--- config.mk ---
export PLATFORM = sky130hd
export DESIGN_NAME = mem_bus_arbiter
export DESIGN_NICKNAME = d
export VERILOG_FILES = /design/src/rtl/leg_mem_pkg.sv /design/src/rtl/arb_starve_ctr.sv /design/src/rtl/mem_bus_arbiter.sv
export SDC_FILE = /design/constraint.sdc
export NUM_CORES = 1
export LEC_CHECK = 0
export ABC_AREA = 1
export CELL_PAD_IN_SITES_DETAIL_PLACEMENT = 1
export CELL_PAD_IN_SITES_GLOBAL_PLACEMENT = 1
export CORE_MARGIN = 4
export CORE_UTILIZATION = 24
export DETAILED_ROUTE_END_ITERATION = 7
export PLACE_DENSITY_LB_ADDON = 0.1
export SLEW_MARGIN = 20
export SYNTH_ARGS = -nofsm -noshare
export SYNTH_HDL_FRONTEND = slang
export SYNTH_SLANG_ARGS = --single-unit
--- constraint.sdc ---
create_clock -name clk -period 1.71 [get_ports clk]
set_clock_uncertainty 0.1 [all_clocks]
set_input_delay 0.2565 -clock clk [delete_from_list [all_inputs] [get_ports clk]]
set_output_delay 0.2565 -clock clk [all_outputs]
set_load 0.02 [all_outputs]
--- src/rtl/leg_mem_pkg.sv ---
// Shared types for the fetch/data memory bus arbiter.
package leg_mem_pkg;
  localparam int BUS_W = 32;

  typedef enum logic [1:0] {IDLE, IF_BUSY, D_BUSY} arb_state_t;

  typedef struct packed {
    logic             we;
    logic [3:0]       be;
    logic [BUS_W-1:0] addr;
    logic [BUS_W-1:0] wdata;
  } bus_cmd_t;
endpackage

--- src/rtl/arb_starve_ctr.sv ---
// Saturating count of data grants made while a fetch is waiting.
module arb_starve_ctr #(
  parameter int STARVE_MAX = 4
) (
  input  logic clk,
  input  logic reset,
  input  logic inc,
  input  logic clr,
  output logic sat
);
  localparam int CW = $clog2(STARVE_MAX + 1);

  logic [CW-1:0] cnt;

  assign sat = (cnt == CW'(STARVE_MAX));

  always_ff @(posedge clk or negedge reset) begin
    if (!reset)           cnt <= '0;
    else if (clr)         cnt <= '0;
    else if (inc && !sat) cnt <= cnt + 1'b1;
  end
endmodule

--- src/rtl/mem_bus_arbiter.sv ---
// Grants the single memory bus to fetch or data, data first, with a
// starvation bound that forces a fetch grant after STARVE_MAX data grants.
module mem_bus_arbiter
  import leg_mem_pkg::*;
#(
  parameter int STARVE_MAX = 4
) (
  input  logic             clk,
  input  logic             reset,
  input  logic             if_req,
  input  logic [BUS_W-1:0] if_addr,
  input  logic             if_flush,
  output logic             if_ready,
  output logic [BUS_W-1:0] if_rdata,
  input  logic             d_req,
  input  logic             d_we,
  input  logic [3:0]       d_be,
  input  logic [BUS_W-1:0] d_addr,
  input  logic [BUS_W-1:0] d_wdata,
  output logic             d_ready,
  output logic [BUS_W-1:0] d_rdata,
  output logic             bus_req,
  output logic             bus_we,
  output logic [3:0]       bus_be,
  output logic [BUS_W-1:0] bus_addr,
  output logic [BUS_W-1:0] bus_wdata,
  input  logic [BUS_W-1:0] bus_rdata,
  input  logic             bus_ack,
  output logic             stall_f,
  output logic             stall_m
);
  arb_state_t state, nxt;
  bus_cmd_t   cmd_q;
  logic       flush_pend;
  logic       grant_d, grant_f;
  logic       sat;

  always_comb begin
    nxt     = state;
    grant_d = 1'b0;
    grant_f = 1'b0;
    case (state)
      IDLE: begin
        if (d_req && (!sat || !if_req)) begin
          grant_d = 1'b1;
          nxt     = D_BUSY;
        end else if (if_req && !if_flush) begin
          grant_f = 1'b1;
          nxt     = IF_BUSY;
        end
      end
      IF_BUSY, D_BUSY: if (bus_ack) nxt = IDLE;
      default: nxt = IDLE;
    endcase
  end

  always_ff @(posedge clk or negedge reset) begin
    if (!reset) state <= IDLE;
    else        state <= nxt;
  end

  // Command is frozen at grant so the bus sees stable values until ack.
  always_ff @(posedge clk or negedge reset) begin
    if (!reset)       cmd_q <= '0;
    else if (grant_d) cmd_q <= '{we: d_we, be: d_be, addr: d_addr, wdata: d_wdata};
    else if (grant_f) cmd_q <= '{we: 1'b0, be: 4'hF, addr: if_addr, wdata: '0};
  end

  // A flushed fetch still finishes on the bus; only its response is dropped.
  always_ff @(posedge clk or negedge reset) begin
    if (!reset)                 flush_pend <= 1'b0;
    else if (state != IF_BUSY)  flush_pend <= 1'b0;
    else if (bus_ack)           flush_pend <= 1'b0;
    else if (if_flush)          flush_pend <= 1'b1;
  end

  arb_starve_ctr #(.STARVE_MAX(STARVE_MAX)) u_starve (
    .clk   (clk),
    .reset (reset),
    .inc   (grant_d && if_req),
    .clr   (grant_f || (state == IDLE && !if_req)),
    .sat   (sat)
  );

  assign bus_req   = (state != IDLE);
  assign bus_we    = cmd_q.we;
  assign bus_be    = cmd_q.be;
  assign bus_addr  = cmd_q.addr;
  assign bus_wdata = cmd_q.wdata;

  assign d_ready  = (state == D_BUSY) && bus_ack;
  assign d_rdata  = bus_rdata;
  assign if_ready = (state == IF_BUSY) && bus_ack && !flush_pend && !if_flush;
  assign if_rdata = bus_rdata;

  assign stall_f = if_req && !if_ready;
  assign stall_m = d_req && !d_ready;
endmodule

# Word-level counts from Yosys, hierarchy flattened
# Cells that the tools add are included.
# op_classes
n_addsub	1
n_eq_ne	6
mux	16
n_reduce_logical	26
# op_table
op	n
$mux 69	2
$logic_and 1x1->1	11
$mux 1	8
$logic_not 1->1	6
$mux 2	3
$mux 3	2
$reduce_bool 2->1	3
$pmux 2 s2	1
$add 3x1->3 const B	1
$eq 3x3->1 const B	1
$ne 3x3->1 const B	1
$reduce_bool 3->1	1
$eq 2x1->1 const B	1
$eq 2x2->1 const B	1
$logic_not 2->1	1
$logic_or 1x1->1	2
$ne 2x1->1 const B	1
$ne 2x2->1 const B	1
$reduce_and 2->1	1
$reduce_or 2->1	1
# word_totals
regBits	75
inputBits	139
output_inout_bits	138
elab_cells	56

# Longest topological paths before layout
# logic_depth
word_depth	10
mapped_depth	10
depth_no_buf	8

# By module
# From an unflattened synthesis, not the netlist that was laid out.
# unflattened
hier_cells	540
area_unflattened_um2	4224.1
# by_module_without_submodules
mod	instances	cells_per_inst	area_each_um2	seq_area_each_um2
mem_bus_arbiter	1	515	4038.9	1801.7
arb_starve_ctr	1	25	185.2	75.1

# Worst setup path after synthesis
# No wires, ideal clock.
# synth_timing
path_type	register to output
from	register state[1]
to	output port stall_f
t_arrival_ns	1.634
required_ns	1.354
slack_ns	-0.281
path_stages_with_launch	6
cell_sequence	dfrtp_1 inv_1 ha_1 inv_1 nor4_1 nor2_1
# synth_via
elab_chain_len	6
# synth_rtl
element	line	rtl
from (decl)	mem_bus_arbiter.sv:32	arb_state_t state, nxt;
from (signal assigned)	mem_bus_arbiter.sv:59	else state <= nxt;
$eq 2x1->1	mem_bus_arbiter.sv:93	assign if_ready = (state == IF_BUSY) && bus_ack && !flush_pend && !if_flush;
$logic_and 1x1->1 (3 in a row)	mem_bus_arbiter.sv:93	
net if_ready	mem_bus_arbiter.sv:13	output logic if_ready,
$logic_not 1->1	mem_bus_arbiter.sv:96	assign stall_f = if_req && !if_ready;
$logic_and 1x1->1	mem_bus_arbiter.sv:96	
to (decl)	mem_bus_arbiter.sv:29	output logic stall_f,
# The timed path passes the listed nets, and every way through them passes these cells.

# Final worst setup path
# layout_timing
from	register state[1]
to	register cmd_q, in the netlist bus_addr[17]
# layout_via
elab_chain_len	3
elab_cells_between_ends	5
cone_classes	3 x mux; 2 x reduce/logical
# layout_rtl
element	line	rtl
$logic_not 2->1 *	mem_bus_arbiter.sv:42	case (state)
$mux 1	mem_bus_arbiter.sv:42	
$mux 69 or $reduce_bool 2->1 (tied branches)	--	
to (signal assigned)	mem_bus_arbiter.sv:65	else if (grant_d) cmd_q <= '{we: d_we, be: d_be, addr: d_addr, wdata: d_wdata};
to (signal assigned)	mem_bus_arbiter.sv:66	else if (grant_f) cmd_q <= '{we: 1'b0, be: 4'hF, addr: if_addr, wdata: '0};
to (decl)	mem_bus_arbiter.sv:33	bus_cmd_t cmd_q;
# Mark *: on every way between the ends. The rest lies on a longest branch, timed or not.
# A chain may end at the register's enable or synchronous reset.

==> flow_results.org <==
** Detailed routing
- Dividing the detail-routed wire length by the instance count gives roughly 18 um.
- The count of nets left with antenna violations once routing finished came out at 0.
- For this block, the initial DRC count from the detailed router was 123.
- Post-detailed-route DRC marker count :: 0
- Length of the first detailed-routing pass in iterations :: 4
- Routed via count divided by cell count :: between 4 and 5
- Post-Route WL :: 16,510 um
- The routed layout has ~4,100 vias.

** Floorplan
- The die is between 100 and 150 um wide.
- The region available for standard cell placement spans around 17,000 um^2.
- Initial Utilization :: around a quarter
- The initialized floorplan defines 47 standard-cell rows.
- From bottom edge to top edge, the die measures between 100 and 150 um.
- The die covers 19,410 um^2.
- Count of boundary I/O pins :: 277

** Power
- Peak VDD IR :: ~0.76 mV
- Power spread over the standard cell area amounts to 1692 nW/um^2.
- Net switching fraction of the power :: 38.99%
- For this design the static power due to leakage is 3.685 nW.
- Combinational logic burns a little under three fifths of the power.
- The internal power of the cells totals approximately 7.4 mW.
- Power after layout :: 12.05 mW
- Flop pwr share :: 25.8%
- Switching Power :: 4.700 mW
- Per report_power, the clock group accounts for around a fifth of the total.

** CTS
- TritonCTS clock tree :: built
- Clock-pin slew was measured on the worst setup and hold paths at 60 ps.
- Number of levels the H-tree was split into :: 3
- The clock passes through at most 2 buffers.
- For this design, the sink count on the clock tree is 75.
- Clock latency on the worst-skew pair :: ~340 ps
- Root buffer cell :: clkbuf_16
- Number of buffers created by CTS :: 9

** Global routing
- The number of global-route vias before repair is between 4,000 and 5,000.
- In the global route stage, met2 resource usage came out at 23.26%.
- Entering global routing, the biggest net connects around 40 pins.
- Number of antenna violations at the first check in global routing :: 0
- GRT Overall Usage :: between 10% and 20%
- Met1 capacity usage during global routing :: 18.45%
- The first global-routing pass estimated 23,470 um of wire.
- Leftover overflow at the end of global routing :: 0
- Fraction of met3 tracks used by global routing :: slightly below 7%
- After global routing, the most crowded layer is met2.

** STA
- Worst slew slack as a fraction of its limit :: 71.67%
- Final slew viol count :: 0
- Hold is met by 301.0 ps.
- Aggregate negative setup slack :: -509.3 ps
- RSZ-0062 raised after global routing :: yes
- The final critical path takes up 102.1% of the cycle.
- Final setup vio count :: 30
- In the post-route analysis, the smallest setup slack over all paths is -36.35 ps.
- Derived from the worst setup path, the maximum achievable clock frequency is 0.5726 GHz.
- For the pin with the worst max-slew slack, the measured transition is about 420 ps.
- Number of hold violations in the final report :: 0
- After layout, the minimum clock period comes to 1746 ps.

** Critical path
- CP Capture Type :: register
- Arrival time reported for the critical path endpoint :: 1870 ps
- Biggest fanout along the worst timing path :: 6
- Data required, critical path :: 1840 ps
- Crit path kind :: reg -> reg
- STA classifies the critical path startpoint as a register.

** Logic synthesis
- Mapped cell area :: 4139 um^2
- Synthesis produced a netlist whose cell count is 529.
- The biggest area contributor in the post-synthesis netlist is dfrtp_1.
- Yosys warnings :: 0
- Yosys top cell area share :: 45.34%
- In this run the mean area of a mapped cell was roughly 7.8 um^2.
- After synthesis, flip-flops and latches occupy 45.34% of the total area.
- Main flop type after synthesis :: dfrtp_1
- The netlist uses 22 different library cells.
- Sorting the synthesized cells by area gives the leading types as dfrtp_1 45%, nand2_1 20%, buf_4 13%, nand3_1 8.3%, nand4_1 5.3%.
- Fraction of registers with async set/reset :: between 90% and 100%
- Counting every net in the synthesized netlist gives 673.
- EDFF count, synth :: 0
- Synth Register Bits :: 75

** Cells and area
- Across the whole layout, storage elements account for 1877 um^2.
- The multi-input combinational cells in the finished layout cover a total of 1821 um^2.
- Share of post-route cells with drive strength above 1 :: 23.58%
- For this run, the share of the core covered by cells in the final layout is 42.49%.
- Synth-to-layout area growth :: 72.07%
- After filler insertion, the fill cell instance count of the layout stands at 1,901.
- Number of nets in the final layout :: roughly 830
- Summing all non-filler instances in the final layout gives an area of 7122 um^2.
- Number of antenna diodes :: 0

** Placed design
- Routability-driven placement finished with a final weighted congestion of 0.7510.
- Detail Placement HPWL :: 10,620 um
- Post-detailed-placement cell area :: roughly 6000 um^2
- IO Port Bufs :: 180

** Worst hold path
- The path class of the tightest hold or removal check is in -> async.

** Run status
- The flow ran to the end, but the final reports show violations.
- Violations in the final reports :: setup timing

** Job
- Max-cap violations in this run came to 0.
[registers in the layout, indices dropped and copies added, names as in the netlist]
register	count
bus_we	1
state	2
bus_be	4
u_starve.cnt	3
bus_wdata	32
bus_addr	32
flush_pend	1
[what timing repair did]
item	in CTS	in global routing
setup buffers	3	8
pin swaps	5	15
hold buffers	1	0
gates resized for setup	37	119
hold endpoints to repair	26	0
setup endpoints to repair	14	98
cloned	0	14
[logic make-up after synthesis]
family          count (synthesis)  synth area share (%)
compound gates                  1                0.1208
xor+xnor                        2                0.4233
fa+ha+maj                       5                 1.511
buf+inv                       111                 17.02
flops                          75                 45.34
simple gates                  335                 35.58
[final cells by class]
class,count,share of cell area [%]
Clock buffer,12,3.742
Inverter,12,0.8609
Timing Repair Buffer,241,38.28
Tap cell,220,3.865
Clock inverter,4,1.335
Multi-Input combinational cell,343,25.56
Sequential cell,75,26.35
[per-layer routing]
layer | wire length [um] | vias up
met1 | 7218 | 2000
met2 | 7683 | 159
li1 | - | 1949
met4 | 199 | 0
met5 | 0 | -
met3 | 1406 | 17
[synth_stat cells (all sizes together), types with 2 or more instances]
cell      n
inv      12
nand2   219
nand4    35
dfrtp    75
nand3    72
nor2      5
buf      88
xor2      2
ha        5
clkbuf   11
[layout by cell type (no fill, tap or decap), drive strengths merged]
cell type	count
nor3	1
nand3	72
clkinv	1
clkdlybuf4s50	146
nand3b	1
xor2	2
a21oi	1
ha	5
nand2	219
buf	56
nand4	35
or2	1
bufinv	3
clkbuf	22
inv	12
dfrtp	75
nor4	1
dlymetal6s2s	23
dlygate4sd3	1
nor2	5
dlygate4sd2	5
[per-stage QoR]
stage | worst slack [ps] | instances
global route | -101.2 | 907
detailed placement | -366.4 | 865
finish | -36.35 | 907
floorplan | 6.697 | 529
global placement | -384.2 | 865
CTS | -69.21 | 885
[worst max-delay path, stage by stage, from the launching register on]
cell	delay, ps
dfrtp_1	360
inv_2	50
buf_4	130
ha_4	160
buf_12	120
buf_4	140
nand3_4	100
buf_12	120
nand2_8	70
clkbuf_16	180
nand2_2	50
nand2_1	50
[power groups by stage]
stage	Sequential [mW]	Combinational, mW	Clock [mW]
after CTS	3.11	5.81	2.37
after floorplan	4.07	1.98	0
after global routing	3.22	7.19	2.43
after detailed placement	3.13	5.69	0
final	3.11	6.64	2.31
after global placement	3.10	5.62	0
[path summary, 6_finish.rpt]
kind / from / endpoint / slack [ps] / cells after the start
worst max-delay path: state[1] / bus_addr[17] / -40 / 11
worst min-delay path: reset / bus_addr[7] / 300 / 2
worst max register to register: state[1] / bus_addr[17] / -40 / 11
worst min register to register: bus_wdata[0] / bus_wdata[0] / 390 / 2
max in group asynchronous: reset / u_starve.cnt[1] / 600 / 3
min in group clk: d_wdata[25] / bus_wdata[25] / 360 / 3
Note: power is estimated with default switching activity, not from simulation.
